==> src/rtl/fft_out_reader.sv <==
// fft_out_reader: streams a finished FFT frame from the two-port RAM as valid/ready samples; FFT_OUT_BITREV_EN selects bit-reversed addressing
module fft_out_reader #(
  parameter int BIT_WIDTH = 16,
  parameter int N = 9
) (
  input  logic                   clk,
  input  logic                   reset_n,
  input  logic                   start,
  output logic [N-1:0]           add_a,
  output logic [N-1:0]           add_b,
  input  logic [2*BIT_WIDTH-1:0] dout_a,
  input  logic [2*BIT_WIDTH-1:0] dout_b,
  output logic                   rd_active,
  output logic [BIT_WIDTH-1:0]   out_real,
  output logic [BIT_WIDTH-1:0]   out_img,
  output logic                   out_valid,
  input  logic                   out_ready,
  output logic                   out_last,
  output logic                   done
);
  typedef enum logic [2:0] {IDLE, FETCH, SEND0, SEND1, DONE} state_t;
  localparam logic [N-1:0] LAST_K = {{(N-1){1'b1}}, 1'b0};
  state_t                 state_q, state_d;
  logic [N-1:0]           k_q, k_d;
  logic [2*BIT_WIDTH-1:0] buf0_q, buf0_d, buf1_q, buf1_d, sel;
  logic [BIT_WIDTH-1:0]   out_real_q, out_real_d, out_img_q, out_img_d;
  logic                   out_valid_q, out_valid_d, out_last_q, out_last_d;
  logic                   rd_active_q, rd_active_d, done_q, done_d, send;

  function automatic logic [N-1:0] addr_map(input logic [N-1:0] i);
    logic [N-1:0] r;
`ifdef FFT_OUT_BITREV_EN
    for (int b = 0; b < N; b++) r[b] = i[N-1-b];
`else
    r = i;
`endif
    return r;
  endfunction

  assign add_a     = (state_q == FETCH || state_q == SEND0 || state_q == SEND1) ? addr_map(k_q) : '0;
  assign add_b     = (state_q == FETCH || state_q == SEND0 || state_q == SEND1) ? addr_map({k_q[N-1:1], 1'b1}) : '0;
  assign rd_active = rd_active_q;
  assign out_real  = out_real_q;
  assign out_img   = out_img_q;
  assign out_valid = out_valid_q;
  assign out_last  = out_last_q;
  assign done      = done_q;

  // next state, pair counter, capture buffer and registered outputs derived from the next state
  always_comb begin
    state_d = state_q;
    k_d     = k_q;
    buf0_d  = buf0_q;
    buf1_d  = buf1_q;
    case (state_q)
      IDLE:  if (start) begin
        state_d = FETCH;
        k_d     = '0;
      end
      FETCH: begin
        buf0_d  = dout_a;
        buf1_d  = dout_b;
        state_d = SEND0;
      end
      SEND0: if (out_ready) state_d = SEND1;
      SEND1: if (out_ready) begin
        if (k_q == LAST_K) state_d = DONE;
        else begin
          k_d     = k_q + N'(2);
          state_d = FETCH;
        end
      end
      DONE:    state_d = IDLE;
      default: state_d = IDLE;
    endcase
    send        = state_d == SEND0 || state_d == SEND1;
    sel         = state_d == SEND1 ? buf1_d : buf0_d;
    out_real_d  = send ? sel[2*BIT_WIDTH-1:BIT_WIDTH] : '0;
    out_img_d   = send ? sel[BIT_WIDTH-1:0] : '0;
    out_valid_d = send;
    out_last_d  = state_d == SEND1 && k_d == LAST_K;
    rd_active_d = send || state_d == FETCH;
    done_d      = state_d == DONE;
  end

  // state and output registers, cleared asynchronously
  always_ff @(posedge clk or negedge reset_n) begin
    if (!reset_n) begin
      state_q     <= IDLE;
      k_q         <= '0;
      buf0_q      <= '0;
      buf1_q      <= '0;
      out_real_q  <= '0;
      out_img_q   <= '0;
      out_valid_q <= 1'b0;
      out_last_q  <= 1'b0;
      rd_active_q <= 1'b0;
      done_q      <= 1'b0;
    end else begin
      state_q     <= state_d;
      k_q         <= k_d;
      buf0_q      <= buf0_d;
      buf1_q      <= buf1_d;
      out_real_q  <= out_real_d;
      out_img_q   <= out_img_d;
      out_valid_q <= out_valid_d;
      out_last_q  <= out_last_d;
      rd_active_q <= rd_active_d;
      done_q      <= done_d;
    end
  end
endmodule

==> config.mk <==
export PLATFORM = sky130hd
export DESIGN_NAME = fft_out_reader
export DESIGN_NICKNAME = d
export VERILOG_FILES = /design/src/rtl/fft_out_reader.sv
export SDC_FILE = /design/constraint.sdc
export NUM_CORES = 1
export LEC_CHECK = 0
export ABC_CLOCK_PERIOD_IN_PS = 2400
export BUFFER_PORTS_ARGS = -buffer_cell sky130_fd_sc_hd__buf_2
export CORE_MARGIN = 5
export CORE_UTILIZATION = 54
export CTS_BUF_LIST = sky130_fd_sc_hd__clkbuf_2
export DETAILED_ROUTE_END_ITERATION = 8
export PLACE_DENSITY = 0.82
export SYNTH_ARGS = -nofsm -noshare
export SYNTH_HDL_FRONTEND = slang
export SYNTH_SLANG_ARGS = --single-unit
==> constraint.sdc <==
create_clock -name clk -period 2.4 [get_ports clk]
set_input_delay 0.48 -clock clk [delete_from_list [all_inputs] [get_ports clk]]
set_output_delay 0.48 -clock clk [all_outputs]
set_load 0.005 [all_outputs]
==> metrics.cfg <==
[status]
status = finished, final reports clean

[routing]
dr.pass1.iters = 4
wirelength_mm = 9.403
antenna_left = 0
vias_per_cell = 5.277
drc = 0
wl_per_cell_um = 16.47
vias = 3013
drtIter0Drc = 126

[setup_path]
cp_top_family = flip-flops
path_max_fanout = 11
path_cells = buf_4 -> o21ba_4 -> and2_1 -> buf_2
slowest_stage = dfrtp_1
end_kind = output pin
start_kind = flop
crit_type = flop to output pin
slowest_delay_ps = 450
reg2reg_from = state_q[0]
r2r_setup_slack_ps = 200
required_ps = 1920
cp.arrival_ps = 1750
rr_worst_depth = 7
r2r-end = out_img[15]
critPathBufInv = 2

[global_routing]
grt_overflow = 0
grt_pass1_vias = 3104
antenna_found_initial = 0
grt_pass1_wl_mm = 15.26
grtUsageMet1_pct = 25.11
grt_max_degree = 39
busiest_layer = met2
groute.layer.met2.usage_pct = 30.78
grt_use_met3_pct = 3.789
grt_usage_pct = 18.79

[yosys]
synth_top_area_share_pct = 60.54
synth.most_common_cell = dfrtp_1
synthTopCellsByCount = dfrtp_1, mux2_2, mux2i_1, nor2_1, nand2_1
ys.flop_type = dfrtp_1
yosys-top-cells-area = dfrtp_1, mux2_2, mux2i_1, nor2_1, and2_1
synth_top_area_cell = dfrtp_1
synth_seq_cells = 112
synth-async-reset-ratio_pct = 100.0
yosys_warnings = 0
syn_area_um2 = 4629
synth_edf_count = 0
synth_nets = 410
synth_cells = 341
syn_avg_cell_area_um2 = 13.58
synth.distinct_cells = 42
yosysSeqAreaShare_pct = 60.54

[clock_network]
cts_sinks = 112
cts_max_path_buffers = 2
clk_latency_ps = 560
htree_levels = 3
clk_pin_slew_worst_paths_ps = 320
cts_tree = yes
cts_buffers = 9
root_buffer = clkbuf_2
postCtsSetupBuffers = 0

[timing]
setup_viol = 0
hold_slack_ps = 127.3
fmax_ghz = 0.4491
worst_slew_pin_slew_ps = 499.0
fin_crit_sh_pct = 92.78
drv_slew = 0
maxSlewHeadroom_pct = 65.87
fin_worst_skew_ps = 40.40
setup_ws_ps = 173.4
tns_ps = 0
rsz0062_at_grt = no
fin_crit_ps = 2227
hold_viol = 0

[cells_and_area]
drive_gt1_share_pct = 46.02
final_area_um2 = 5513
final_nets = 529
utilization_pct = 66.43
syn_to_final_growth_pct = 19.08
stdcell_count = 571

[pwr]
power_mw = 6.985
peakVddDrop_mv = 0.6920
cellPowerDensity_nw_per_um2 = 1267
p_leak_nw = 2.737

[die]
dieArea_um2 = 10520
core_um2 = 8299
die_w_um = 102.6
initial_core_util_pct = 55.78
rows = 33
die_y_um = 102.6
ios = 122

[placed_design]
placed_area_um2 = 5334
dp.cells = 553
routabilityCongestion = 0.9090
portBuffers = 121
dp_slack_ps = 108.5
dp_hpwl_mm = 6.867

[worst_hold_path]
hp-class = input port to flop
worstHoldEndpoint = buf1_q[25]
hold_depth = 2
min-delay-start = dout_b[25]

[job]
maxCapViolations = 0

==> power by group <==
part	total, mW	leakage, nW	internal (mW)	switching (mW)
combinational	2.97	1.29	1.52	1.45
clock	1.01	0.0889	0.371	0.634
sequential	3.01	1.36	2.75	0.258
total	6.99	2.74	4.64	2.34
==> final cells by class <==
cell class,instances,area [um^2]
diodes,1,2.502
clock buffers,9,45.04
clock inverters,7,115.1
fillers,626,2786
inverters,3,12.51
multi-input cells,202,1660
flip-flops and latches,112,2803
well taps,105,131.4
repair buffers,132,743.2
==> worst register-to-register path, delay by kind of cell, from the launching register on <==
kind                   cells  cell delay [ps]
and+or+nand+nor            3              650
DFF                        1              450
AOI/OAI and AO/OA          1              390
buffers and inverters      2              350
muxes                      1              250
==> cell usage in the layout (no fill, tap or decap), types with 2 or more instances in the layout <==
master / n
bufinv_16: 2
o21ai_0: 4
inv_8: 2
nor2_1: 35
mux2i_1: 36
nor3_1: 2
dfrtp_1: 112
nor2b_1: 4
a211oi_1: 2
nand2_1: 11
buf_2: 120
nand4_1: 3
and2_1: 10
buf_12: 4
o31ai_1: 2
clkbuf_2: 9
buf_4: 7
mux2_2: 64
nand3_1: 5
a21oi_1: 2
inv_1: 2
==> sequential cells by signal (all words and copies together), names as in the netlist <==
| register | cells |
|---|---|
| done | 1 |
| out_img | 16 |
| buf1_q | 32 |
| out_real | 16 |
| state_q | 3 |
| rd_active | 1 |
| buf0_q | 32 |
| k_q | 9 |
| out_valid | 1 |
| out_last | 1 |
==> repair_timing <==
item,in CTS,in global routing
endpoints found under the hold margin,35,0
hold buffers,1,0
setup endpoints to repair,0,17
gates resized for setup,0,2
==> worst max path at each step <==
stage          startpoint           to  slack, ps  depth (start not counted)
6_report       state_q[0]     add_a[1]        170                          4
5_1_grt        state_q[0]     add_a[4]         30                          4
4_1_cts        state_q[2]     add_a[3]         40                          3
3_5_place_dp        start  out_real[9]        110                          8
3_3_place_gp        start  out_real[0]        200                          8
2_1_floorplan       start   out_img[0]        420                          7
==> cell families after synthesis <==
kind of cell | Yosys count | share of synthesized area, %
buf+inv | 27 | 3.838
compound gates | 18 | 2.838
mux | 101 | 23.59
simple gates | 82 | 8.919
flops | 112 | 60.54
fa+ha+maj | 1 | 0.2702
==> routing by layer <==
metal	vias to the layer above	part of all wire, %
met1	1489	42
met4	0	1.3
li1	1421	-
met2	93	50
met3	10	6.5
met5	-	0
Note: power is estimated with default switching activity, not from simulation.
